<file path="config.mk">
export PLATFORM = sky130hd
export DESIGN_NAME = bcd_digit_scanner_flat
export DESIGN_NICKNAME = d
export VERILOG_FILES = /design/src/rtl/bcd_digit_scanner_pkg.sv /design/src/rtl/bcd_digit_scanner_if.sv /design/src/rtl/bcd_digit_scanner_scan_tick_gen.sv /design/src/rtl/bcd_digit_scanner.sv /design/src/flat_wrapper.sv
export SDC_FILE = /design/constraint.sdc
export NUM_CORES = 1
export LEC_CHECK = 0
export ABC_AREA = 1
export BUFFER_PORTS_ARGS = -buffer_cell sky130_fd_sc_hd__clkbuf_2
export CAP_MARGIN = 15
export CORE_AREA = 4 4 72 74
export CTS_CLUSTER_DIAMETER = 30
export DETAILED_ROUTE_END_ITERATION = 12
export DIE_AREA = 0 0 76 78
export PLACE_DENSITY = 0.74
export SYNTH_ARGS = -nofsm -noshare
export SYNTH_HDL_FRONTEND = slang
export SYNTH_SLANG_ARGS = --single-unit
</file>
<file path="constraint.sdc">
create_clock -name clk -period 1.65 [get_ports clk]
set_input_delay 0.165 -clock clk [delete_from_list [all_inputs] [get_ports clk]]
set_output_delay 0.165 -clock clk [all_outputs]
set_load 0.01 [all_outputs]
</file>
<file path="src/rtl/bcd_digit_scanner_pkg.sv">
// Shared constants, types and helpers for the four-digit BCD display scanner.
// The digit_sel encoding is active-low one-hot: bit k low lights digit k.
package bcd_digit_scanner_pkg;

    localparam int          DIGITS    = 4;
    localparam logic [3:0]  DIGIT_OFF = 4'b1111;
    localparam logic [3:0]  BCD_MAX   = 4'd9;

    typedef logic [1:0] slot_t;
    typedef logic [3:0] nibble_t;

    // Why the current slot is (or is not) lit
    typedef enum logic [1:0] {
        DIG_LIT,
        DIG_INVALID,
        DIG_SUPPRESSED,
        DIG_OFF
    } digit_state_t;

    function automatic logic [3:0] digit_sel_for(input slot_t k);
        return ~(4'b0001 << k);
    endfunction

    function automatic logic has_invalid(input logic [15:0] v);
        logic r;
        r = 1'b0;
        for (int i = 0; i < DIGITS; i++) begin
            if (v[4*i +: 4] > BCD_MAX) r = 1'b1;
        end
        return r;
    endfunction

endpackage

</file>
<file path="src/rtl/bcd_digit_scanner_if.sv">
// Control and display bus between the scanner and its parent.
// master = the parent (drives value/control), slave = the scanner.
interface bcd_digit_scanner_if;
    logic        load;
    logic [15:0] value;
    logic        enable;
    logic        blank_lz;
    logic [3:0]  bcd_out;
    logic [3:0]  digit_sel;
    logic        blank;
    logic [1:0]  slot;
    logic        invalid_digit;

    modport master (
        output load, value, enable, blank_lz,
        input  bcd_out, digit_sel, blank, slot, invalid_digit
    );

    modport slave (
        input  load, value, enable, blank_lz,
        output bcd_out, digit_sel, blank, slot, invalid_digit
    );
endinterface

</file>
<file path="src/rtl/bcd_digit_scanner_scan_tick_gen.sv">
// Refresh prescaler: counts 0..TICK_DIV-1 while enabled and pulses tick on the
// last count. Holding en low freezes the count so a slot resumes where it paused.
module scan_tick_gen #(
    parameter int TICK_DIV = 100000
) (
    input  logic clk,
    input  logic reset,
    input  logic en,
    output logic tick
);
    localparam int            CW   = (TICK_DIV > 1) ? $clog2(TICK_DIV) : 1;
    localparam logic [CW-1:0] LAST = CW'(TICK_DIV - 1);

    logic [CW-1:0] count;

    always_ff @(posedge clk) begin
        if (reset) begin
            count <= '0;
        end else if (en) begin
            if (count == LAST) count <= '0;
            else               count <= count + 1'b1;
        end
    end

    assign tick = en && (count == LAST);

endmodule

</file>
<file path="src/rtl/bcd_digit_scanner.sv">
// Time-multiplexed four-digit BCD scanner: shadow register, slot counter and a
// registered per-slot output stage with leading-zero and invalid-digit blanking.
module bcd_digit_scanner
    import bcd_digit_scanner_pkg::*;
#(
    parameter int TICK_DIV = 100000
) (
    input  logic                 clk,
    input  logic                 reset,
    bcd_digit_scanner_if.slave   bus
);
    logic [15:0]  shadow;
    slot_t        slot_q;
    logic         invalid_q;
    logic         tick;

    nibble_t      nibble;
    logic         upper_zero;
    digit_state_t dstate;
    logic [3:0]   sel_d;

    scan_tick_gen #(.TICK_DIV(TICK_DIV)) u_tick (
        .clk   (clk),
        .reset (reset),
        .en    (bus.enable),
        .tick  (tick)
    );

    // A load and a tick on the same edge both land, so the new slot sees the new value
    always_ff @(posedge clk) begin
        if (reset) begin
            shadow    <= '0;
            slot_q    <= '0;
            invalid_q <= 1'b0;
        end else begin
            if (bus.load) begin
                shadow    <= bus.value;
                invalid_q <= has_invalid(bus.value);
            end
            if (tick) slot_q <= slot_q + 2'd1;
        end
    end

    always_comb begin
        nibble     = shadow[{slot_q, 2'b00} +: 4];
        upper_zero = 1'b1;
        for (int i = 0; i < DIGITS; i++) begin
            if ((i >= int'(slot_q)) && (shadow[4*i +: 4] != 4'd0)) upper_zero = 1'b0;
        end
    end

    // Digit 0 is never zero-suppressed so an all-zero value still shows "0"
    always_comb begin
        dstate = DIG_LIT;
        if (!bus.enable)
            dstate = DIG_OFF;
        else if (nibble > BCD_MAX)
            dstate = DIG_INVALID;
        else if (bus.blank_lz && (slot_q != 2'd0) && upper_zero)
            dstate = DIG_SUPPRESSED;

        sel_d = (dstate == DIG_LIT) ? digit_sel_for(slot_q) : DIGIT_OFF;
    end

    always_ff @(posedge clk) begin
        if (reset) begin
            bus.bcd_out   <= 4'd0;
            bus.digit_sel <= DIGIT_OFF;
            bus.blank     <= 1'b1;
            bus.slot      <= 2'd0;
        end else begin
            bus.bcd_out   <= nibble;
            bus.digit_sel <= sel_d;
            bus.blank     <= (dstate != DIG_LIT);
            bus.slot      <= slot_q;
        end
    end

    assign bus.invalid_digit = invalid_q;

endmodule

</file>
<file path="src/flat_wrapper.sv">
// flat-port wrapper written by rule: the top's interface ports become plain ports
module bcd_digit_scanner_flat import bcd_digit_scanner_pkg::*;
#(
    parameter int TICK_DIV = 100000
)
  (clk, reset, bus_load, bus_value, bus_enable, bus_blank_lz, bus_bcd_out, bus_digit_sel, bus_blank, bus_slot, bus_invalid_digit);
  bcd_digit_scanner_if bus_i ();
  input  logic clk;
  input  logic reset;
  input wire logic [$bits(bus_i.load)-1:0] bus_load;
  input wire logic [$bits(bus_i.value)-1:0] bus_value;
  input wire logic [$bits(bus_i.enable)-1:0] bus_enable;
  input wire logic [$bits(bus_i.blank_lz)-1:0] bus_blank_lz;
  output wire logic [$bits(bus_i.bcd_out)-1:0] bus_bcd_out;
  output wire logic [$bits(bus_i.digit_sel)-1:0] bus_digit_sel;
  output wire logic [$bits(bus_i.blank)-1:0] bus_blank;
  output wire logic [$bits(bus_i.slot)-1:0] bus_slot;
  output wire logic [$bits(bus_i.invalid_digit)-1:0] bus_invalid_digit;
  assign bus_i.load = bus_load;
  assign bus_i.value = bus_value;
  assign bus_i.enable = bus_enable;
  assign bus_i.blank_lz = bus_blank_lz;
  assign bus_bcd_out = bus_i.bcd_out;
  assign bus_digit_sel = bus_i.digit_sel;
  assign bus_blank = bus_i.blank;
  assign bus_slot = bus_i.slot;
  assign bus_invalid_digit = bus_i.invalid_digit;
  bcd_digit_scanner #(.TICK_DIV(TICK_DIV)) u_core (.clk(clk), .reset(reset), .bus(bus_i));
endmodule
</file>
# Word-level counts from Yosys, hierarchy flattened
# Index checks and enable logic that the tools add are counted.
[word_totals] reg_bits=47 in_bits=21 output_inout_bits=12 word_cells=49
[classes] add_sub_neg=2 n_lt_le_gt_ge=8 n_eq_ne=1 shift=2 n_mux=12 bitwise_logic=2 reduce_logical=14
[ops] operator="4-bit greater-than comparator, second input constant" n=5
[ops] operator="17-bit by 1-bit adder with 17-bit output, second input constant" n=1
[ops] operator="17-bit equality test, second input constant" n=1
[ops] operator="17-bit two-way mux" n=1
[ops] operator="4-bit nonzero test" n=4
[ops] operator="16-bit by 5-bit variable part select with 4-bit output" n=1
[ops] operator="1-bit two-way mux" n=8
[ops] operator="1-bit logical AND" n=6
[ops] operator="2-bit two-way mux" n=3
[ops] operator="1-bit by 2-bit >= comparator with 1-bit output, first input constant" n=2
[ops] operator="4-bit NOT" n=1
[ops] operator="2-bit nonzero test" n=2
[ops] operator="1-bit by 2-bit left shift with 4-bit output, first input constant" n=1
[ops] operator="2-bit by 1-bit adder with 2-bit output, second input constant" n=1
[ops] operator="2-bit >= comparator, first input constant" n=1
[ops] operator="2-bit zero test" n=1
[ops] operator="2-bit OR reduction" n=1
[ops] operator="1-bit NOT" n=1

# Depth between registers and ports, before layout
[logic_depth] ltp_word=13 ltp_mapped=9 ltp_nobuf=9

# Modules after synthesis
# Synthesis repeated with hierarchy kept, for this count alone.
[hier_totals] hier_cells=309 area_unflattened_um2=2210.9
[modules_own_cells] mod="bcd_digit_scanner" instances=1 cells_each=164 area_each_um2=1246.2 seq_area_each_um2=600.6
[modules_own_cells] mod="scan_tick_gen" instances=1 cells_each=145 area_each_um2=964.7 seq_area_each_um2=340.3

# Least setup slack after synthesis
# Ideal clock, no wire load.
[synth_path] path_type="flip-flop to flip-flop" from="reg u_core.u_tick.count[0]" to="reg u_core.u_tick.count[14]" setup_ps=126 arrival_ps=1141 t_required_ps=1524 setup_slack_ps=383 path_stages_with_launch=9 n_path_buf=0 synth_period_minus_slack_ps=1267 path_cell_list="dfxtp_1 ha_1 nand2_2 clkinv_2 nand2_2 nor2_2 nand4_1 nand2_1 nor2_2"
[synth_via] elab_chain_len=2 elab_cells_between_ends=3 cone_classes="add/sub (1); eq/ne (1); mux (1)"
[synth_lines] element="start: declaration" line="bcd_digit_scanner_scan_tick_gen.sv:14" source="logic [CW-1:0] count;"
[synth_lines] element="start signal: assignment" line="bcd_digit_scanner_scan_tick_gen.sv:21" source="else count <= count + 1'b1;"
[synth_lines] element="17-bit by 1-bit adder with 17-bit output / 17-bit equality test (equally long branches)" line="bcd_digit_scanner_scan_tick_gen.sv:21, bcd_digit_scanner_scan_tick_gen.sv:20"
[synth_lines] element="17-bit two-way mux *" line="bcd_digit_scanner_scan_tick_gen.sv:20" source="if (count == LAST) count <= '0;"
# Mark *: on every way between the ends. The rest lies on a longest branch, timed or not.
# A chain may end at the register's enable or synchronous reset.

# Worst setup path in the final report
[layout_path] from="reg u_core.slot_q[1]" to="reg u_core.bus.digit_sel[3]"
[layout_via] elab_chain_len=13 elab_cells_between_ends=23 cone_classes="order compare (4); shift (2); mux (7); bitwise (2); reduce/logical (8)"
[layout_lines] element="start: declaration" line="bcd_digit_scanner.sv:13" source="slot_t slot_q;"
[layout_lines] element="start signal: assignment" line="bcd_digit_scanner.sv:40" source="if (tick) slot_q <= slot_q + 2'd1;"
[layout_lines] element="1-bit by 2-bit >= comparator with 1-bit output" line="bcd_digit_scanner.sv:48" source="if ((i >= int'(slot_q)) && (shadow[4*i +: 4] != 4'd0)) upper_zero = 1'b0;"
[layout_lines] element="1-bit logical AND" line="bcd_digit_scanner.sv:48"
[layout_lines] element="1-bit two-way mux (4 in a row)" line="bcd_digit_scanner.sv:48"
[layout_lines] element="1-bit logical AND" line="bcd_digit_scanner.sv:59" source="else if (bus.blank_lz && (slot_q != 2'd0) && upper_zero)"
[layout_lines] element="2-bit two-way mux" line="bcd_digit_scanner.sv:59"
[layout_lines] element="2-bit two-way mux" line="bcd_digit_scanner.sv:57" source="else if (nibble > BCD_MAX)"
[layout_lines] element="2-bit two-way mux" line="bcd_digit_scanner.sv:55" source="if (!bus.enable)"
[layout_lines] element="2-bit zero test" line="bcd_digit_scanner.sv:62" source="sel_d = (dstate == DIG_LIT) ? digit_sel_for(slot_q) : DIGIT_OFF;"
[layout_lines] element="1-bit NOT (no source line)"
[layout_lines] element="2-bit OR reduction (no source line)"
[layout_lines] element="end signal: assignment" line="bcd_digit_scanner.sv:73" source="bus.digit_sel <= sel_d;"
[layout_lines] element="end: declaration" line="bcd_digit_scanner_if.sv:21" source="output bcd_out, digit_sel, blank, slot, invalid_digit"
# Parallel ways exist; a longest one is shown, timed or not.

==> impl_metrics.prom <==
# TYPE chip_impl_metric gauge
chip_impl_metric{name="num_io_pins",unit=""} 33
chip_impl_metric{name="drc_errors",unit=""} 0
chip_impl_metric{name="die_area",unit="um2"} 5930
chip_impl_metric{name="count_of_yosys_warnings_during_synthesis",unit=""} 0
chip_impl_metric{name="die_width",unit="um"} 76
chip_impl_metric{name="power_density",unit="nW/um2"} 872
chip_impl_metric{name="tritoncts.num_buffers",unit=""} 5
chip_impl_metric{name="core_area",unit="um2"} 4600
chip_impl_metric{name="syn_avg_cell_area",unit="um2"} 6.98
chip_impl_metric{name="vias",unit=""} 2087
chip_impl_info{name="most_used_flip_flop_cell_after_synthesis",value="dfxtp_1"} 1
chip_impl_metric{name="sequential_cell_area",unit="um2"} 941
chip_impl_metric{name="sequential_area_share_after_synthesis",unit=""} 0.427
chip_impl_metric{name="numClockSinks",unit=""} 47
chip_impl_metric{name="final_period_minus_worst_setup_slack",unit="ns"} 1.47
chip_impl_metric{name="antenna_violating_nets_post_route",unit=""} 0
chip_impl_metric{name="cap_violations",unit=""} 0
chip_impl_metric{name="place_hpwl",unit="mm"} 3.66
chip_impl_metric{name="die_height",unit="um"} 78
chip_impl_metric{name="timing_max_transition_violations_final",unit=""} 0
chip_impl_metric{name="multi_input_comb_area",unit="um2"} 1100
chip_impl_metric{name="synthesis.area",unit="um2"} 2200
chip_impl_metric{name="drive_above_1_share",unit=""} 0.168
chip_impl_metric{name="yosys.cell_types.count",unit=""} 29
chip_impl_info{name="setup.worst_path.end_class",value="flop"} 1
chip_impl_metric{name="start_util",unit=""} 0.479
chip_impl_metric{name="firstDrtPassIters",unit=""} 4
chip_impl_metric{name="grt-ovfl-total",unit=""} 0
chip_impl_metric{name="hold-worst-slack",unit="ns"} 0.0780
chip_impl_metric{name="timing.critical_path.arrival",unit="ns"} 1.72
chip_impl_metric{name="cp_max_fo",unit=""} 9
chip_impl_metric{name="grt_start_max_net_pins",unit=""} 23
chip_impl_metric{name="yosysTopAreaCellShare",unit=""} 0.427
chip_impl_info{name="tritoncts",value="built"} 1
chip_impl_metric{name="cp_data_required_time",unit="ns"} 1.90
chip_impl_metric{name="cts_buffer_depth",unit=""} 2
chip_impl_metric{name="post_cts_resized",unit=""} 0
chip_impl_metric{name="worst_slew_margin_relative_to_its_limit",unit=""} 0.711
chip_impl_info{name="synth_most_common_cell",value="nand2_1"} 1
chip_impl_metric{name="area_delta_synth_final",unit="%"} 14.7
chip_impl_metric{name="p_leak",unit="nW"} 1.10
chip_impl_metric{name="grt_usage",unit=""} 0.172
chip_impl_metric{name="synth_nets",unit=""} 342
chip_impl_metric{name="synth_cells",unit=""} 316
chip_impl_metric{name="grt_antenna_before_repair",unit=""} 0
chip_impl_metric{name="via_per_inst",unit=""} 5.15
chip_impl_metric{name="tightestPinTransition",unit="ns"} 0.431
chip_impl_info{name="result_of_the_run",value="complete, no violations"} 1
chip_impl_metric{name="replace_congestion",unit=""} 0.853
chip_impl_info{name="netlist.top_cell.by_area",value="dfxtp_1"} 1
chip_impl_metric{name="cts.hold.buffers_added",unit=""} 0
chip_impl_metric{name="fin_tns_setup",unit="ns"} 0
chip_impl_metric{name="clock_tree.htree_level_count",unit=""} 2
chip_impl_metric{name="fin_crit_sh",unit=""} 0.891
chip_impl_metric{name="worst_case_clock_skew",unit="ns"} 0.00714
chip_impl_metric{name="dr.first_iter.drc_count",unit=""} 173
chip_impl_metric{name="postPlaceCellArea",unit="um2"} 2420
chip_impl_metric{name="synth_edf_count",unit=""} 0
chip_impl_metric{name="cts.reportedPaths.clkPinSlew",unit="ns"} 0.09
chip_impl_info{name="ctsRootBufferMaster",value="clkbuf_8"} 1
chip_impl_metric{name="antenna_cells",unit=""} 0
chip_impl_metric{name="fin_ws",unit="ns"} 0.180
chip_impl_metric{name="report.final.hold_viol_count",unit=""} 0
chip_impl_metric{name="asyncSetResetFlopFracSynth",unit=""} 0
chip_impl_metric{name="route.detailed.wl_per_inst",unit="um"} 12.0
chip_impl_metric{name="timing.final.setup_violations",unit=""} 0
chip_impl_metric{name="port_buffers",unit=""} 32
chip_impl_metric{name="placement_rows",unit=""} 25
chip_impl_metric{name="layout.filler_cells",unit=""} 454
chip_impl_metric{name="pre_cts_ws",unit="ns"} 0.219
chip_impl_metric{name="post_cts.repair.setup_buffers",unit=""} 0
chip_impl_metric{name="first_pass_grt_wire_length",unit="mm"} 8.41
chip_impl_metric{name="detailed_route_wl",unit="mm"} 4.84
chip_impl_info{name="synthTopCellsByCount",value="66 x nand2_1, 63 x nor2_1, 47 x dfxtp_1"} 1
chip_impl_metric{name="timing.fmax",unit="GHz"} 0.680
chip_impl_info{name="crit_path_start_kind",value="flop"} 1
chip_impl_metric{name="finish.utilization",unit=""} 0.550
chip_impl_metric{name="post-route-cell-area",unit="um2"} 2530
chip_impl_info{name="grt_setup_unrepaired",value="false"} 1
chip_impl_metric{name="design.final.nets",unit=""} 377
chip_impl_info{name="hold_class",value="input port to flop"} 1
chip_impl_info{name="ws_path_type",value="flop to flop"} 1
chip_impl_info{name="synth_top_cells_by_area",value="dfxtp_1 43%, nand2_1 11%, nor2_1 11%"} 1
chip_impl_metric{name="synth-seq-cells",unit=""} 47
chip_impl_metric{name="vdd_ir_drop_max",unit="mV"} 0.731
chip_impl_metric{name="insertion_delay",unit="ns"} 0.30
chip_impl_metric{name="first_global_vias",unit=""} 1953
## worst max-delay path, stage by stage (launching register included)
cell and delay [ns]:
dfxtp_1 0.49, inv_2 0.15, ha_1 0.22, or2_1 0.22, nand2_1 0.07, nand3_1 0.06, nand2_1 0.06, inv_1 0.07
nand3_1 0.07
## path summary, 6_finish.rpt
| check | from | to | slack, ns | depth (start not counted) |
|---|---|---|---|---|
| max | u_core.slot_q[1] | u_core.bus.digit_sel[3] | 0.18 | 8 |
| min | bus_value[12] | u_core.shadow[12] | 0.08 | 3 |
| max reg2reg | u_core.slot_q[1] | u_core.bus.digit_sel[3] | 0.18 | 8 |
| min reg2reg | u_core.shadow[1] | u_core.shadow[1] | 0.47 | 2 |
## layout by cell type (no fill, tap or decap), types with 2 or more instances in the layout
| master | n |
|---|---|
| inv_1 | 29 |
| nor2_2 | 4 |
| xor2_1 | 3 |
| nand2_1 | 66 |
| dfxtp_1 | 47 |
| nor2_1 | 63 |
| inv_2 | 2 |
| buf_4 | 4 |
| clkbuf_8 | 5 |
| nor3_4 | 2 |
| o21ai_0 | 26 |
| nor3_1 | 5 |
| nand4_1 | 8 |
| nand2_2 | 4 |
| nand3_1 | 18 |
| a21oi_1 | 16 |
| ha_1 | 5 |
| clkbuf_2 | 32 |
## power by group
part | switching (mW) | total [mW] | internal [mW]
sequential | 0.0233 | 1.20 | 1.17
clock | 0.391 | 0.835 | 0.443
combinational | 0.106 | 0.171 | 0.0658
total | 0.520 | 2.20 | 1.68
## sequential cells by signal, indices dropped and copies added (netlist names)
name                      count
u_core.bus.digit_sel          4
u_core.bus.bcd_out            4
u_core.slot_q                 2
u_core.shadow                16
u_core.bus.blank              1
u_core.bus.invalid_digit      1
u_core.u_tick.count          17
u_core.bus.slot               2
## routing by layer
layer,wire length [um],part of all wire,vias up,global-route usage
met5,0,0,-,0
met4,54,0.011,0,0.0498
met3,272,0.056,8,0.0441
met2,2230,0.46,48,0.283
met1,2290,0.47,947,0.220
li1,-,-,1084,-
## logic make-up (layout without fill, tap and decap cells)
logic type / after synthesis / count (layout) / share of synthesized area
compound gates: 46 / 46 / 0.109
xor+xnor: 4 / 4 / 0.0159
fa+ha+maj: 5 / 5 / 0.0284
buf+inv: 41 / 76 / 0.0760
flops: 47 / 47 / 0.427
simple gates: 173 / 173 / 0.344
## stage by stage
step	power [mW]	cells
final	2.20	405
after global routing	2.29	405
after CTS	2.22	405
after detailed placement	1.40	398
after global placement	1.39	398
after floorplan	1.33	316
## cell type report
| cell class | instances | share of cell area |
|---|---|---|
| timing repair buffer | 36 | 0.0752 |
| tap | 54 | 0.0267 |
| multi-input combinational | 228 | 0.433 |
| inverter | 33 | 0.0505 |
| sequential | 47 | 0.372 |
| clock buffer | 5 | 0.0272 |
| clock inverter | 2 | 0.0148 |
(Power assumes the default switching activity.)
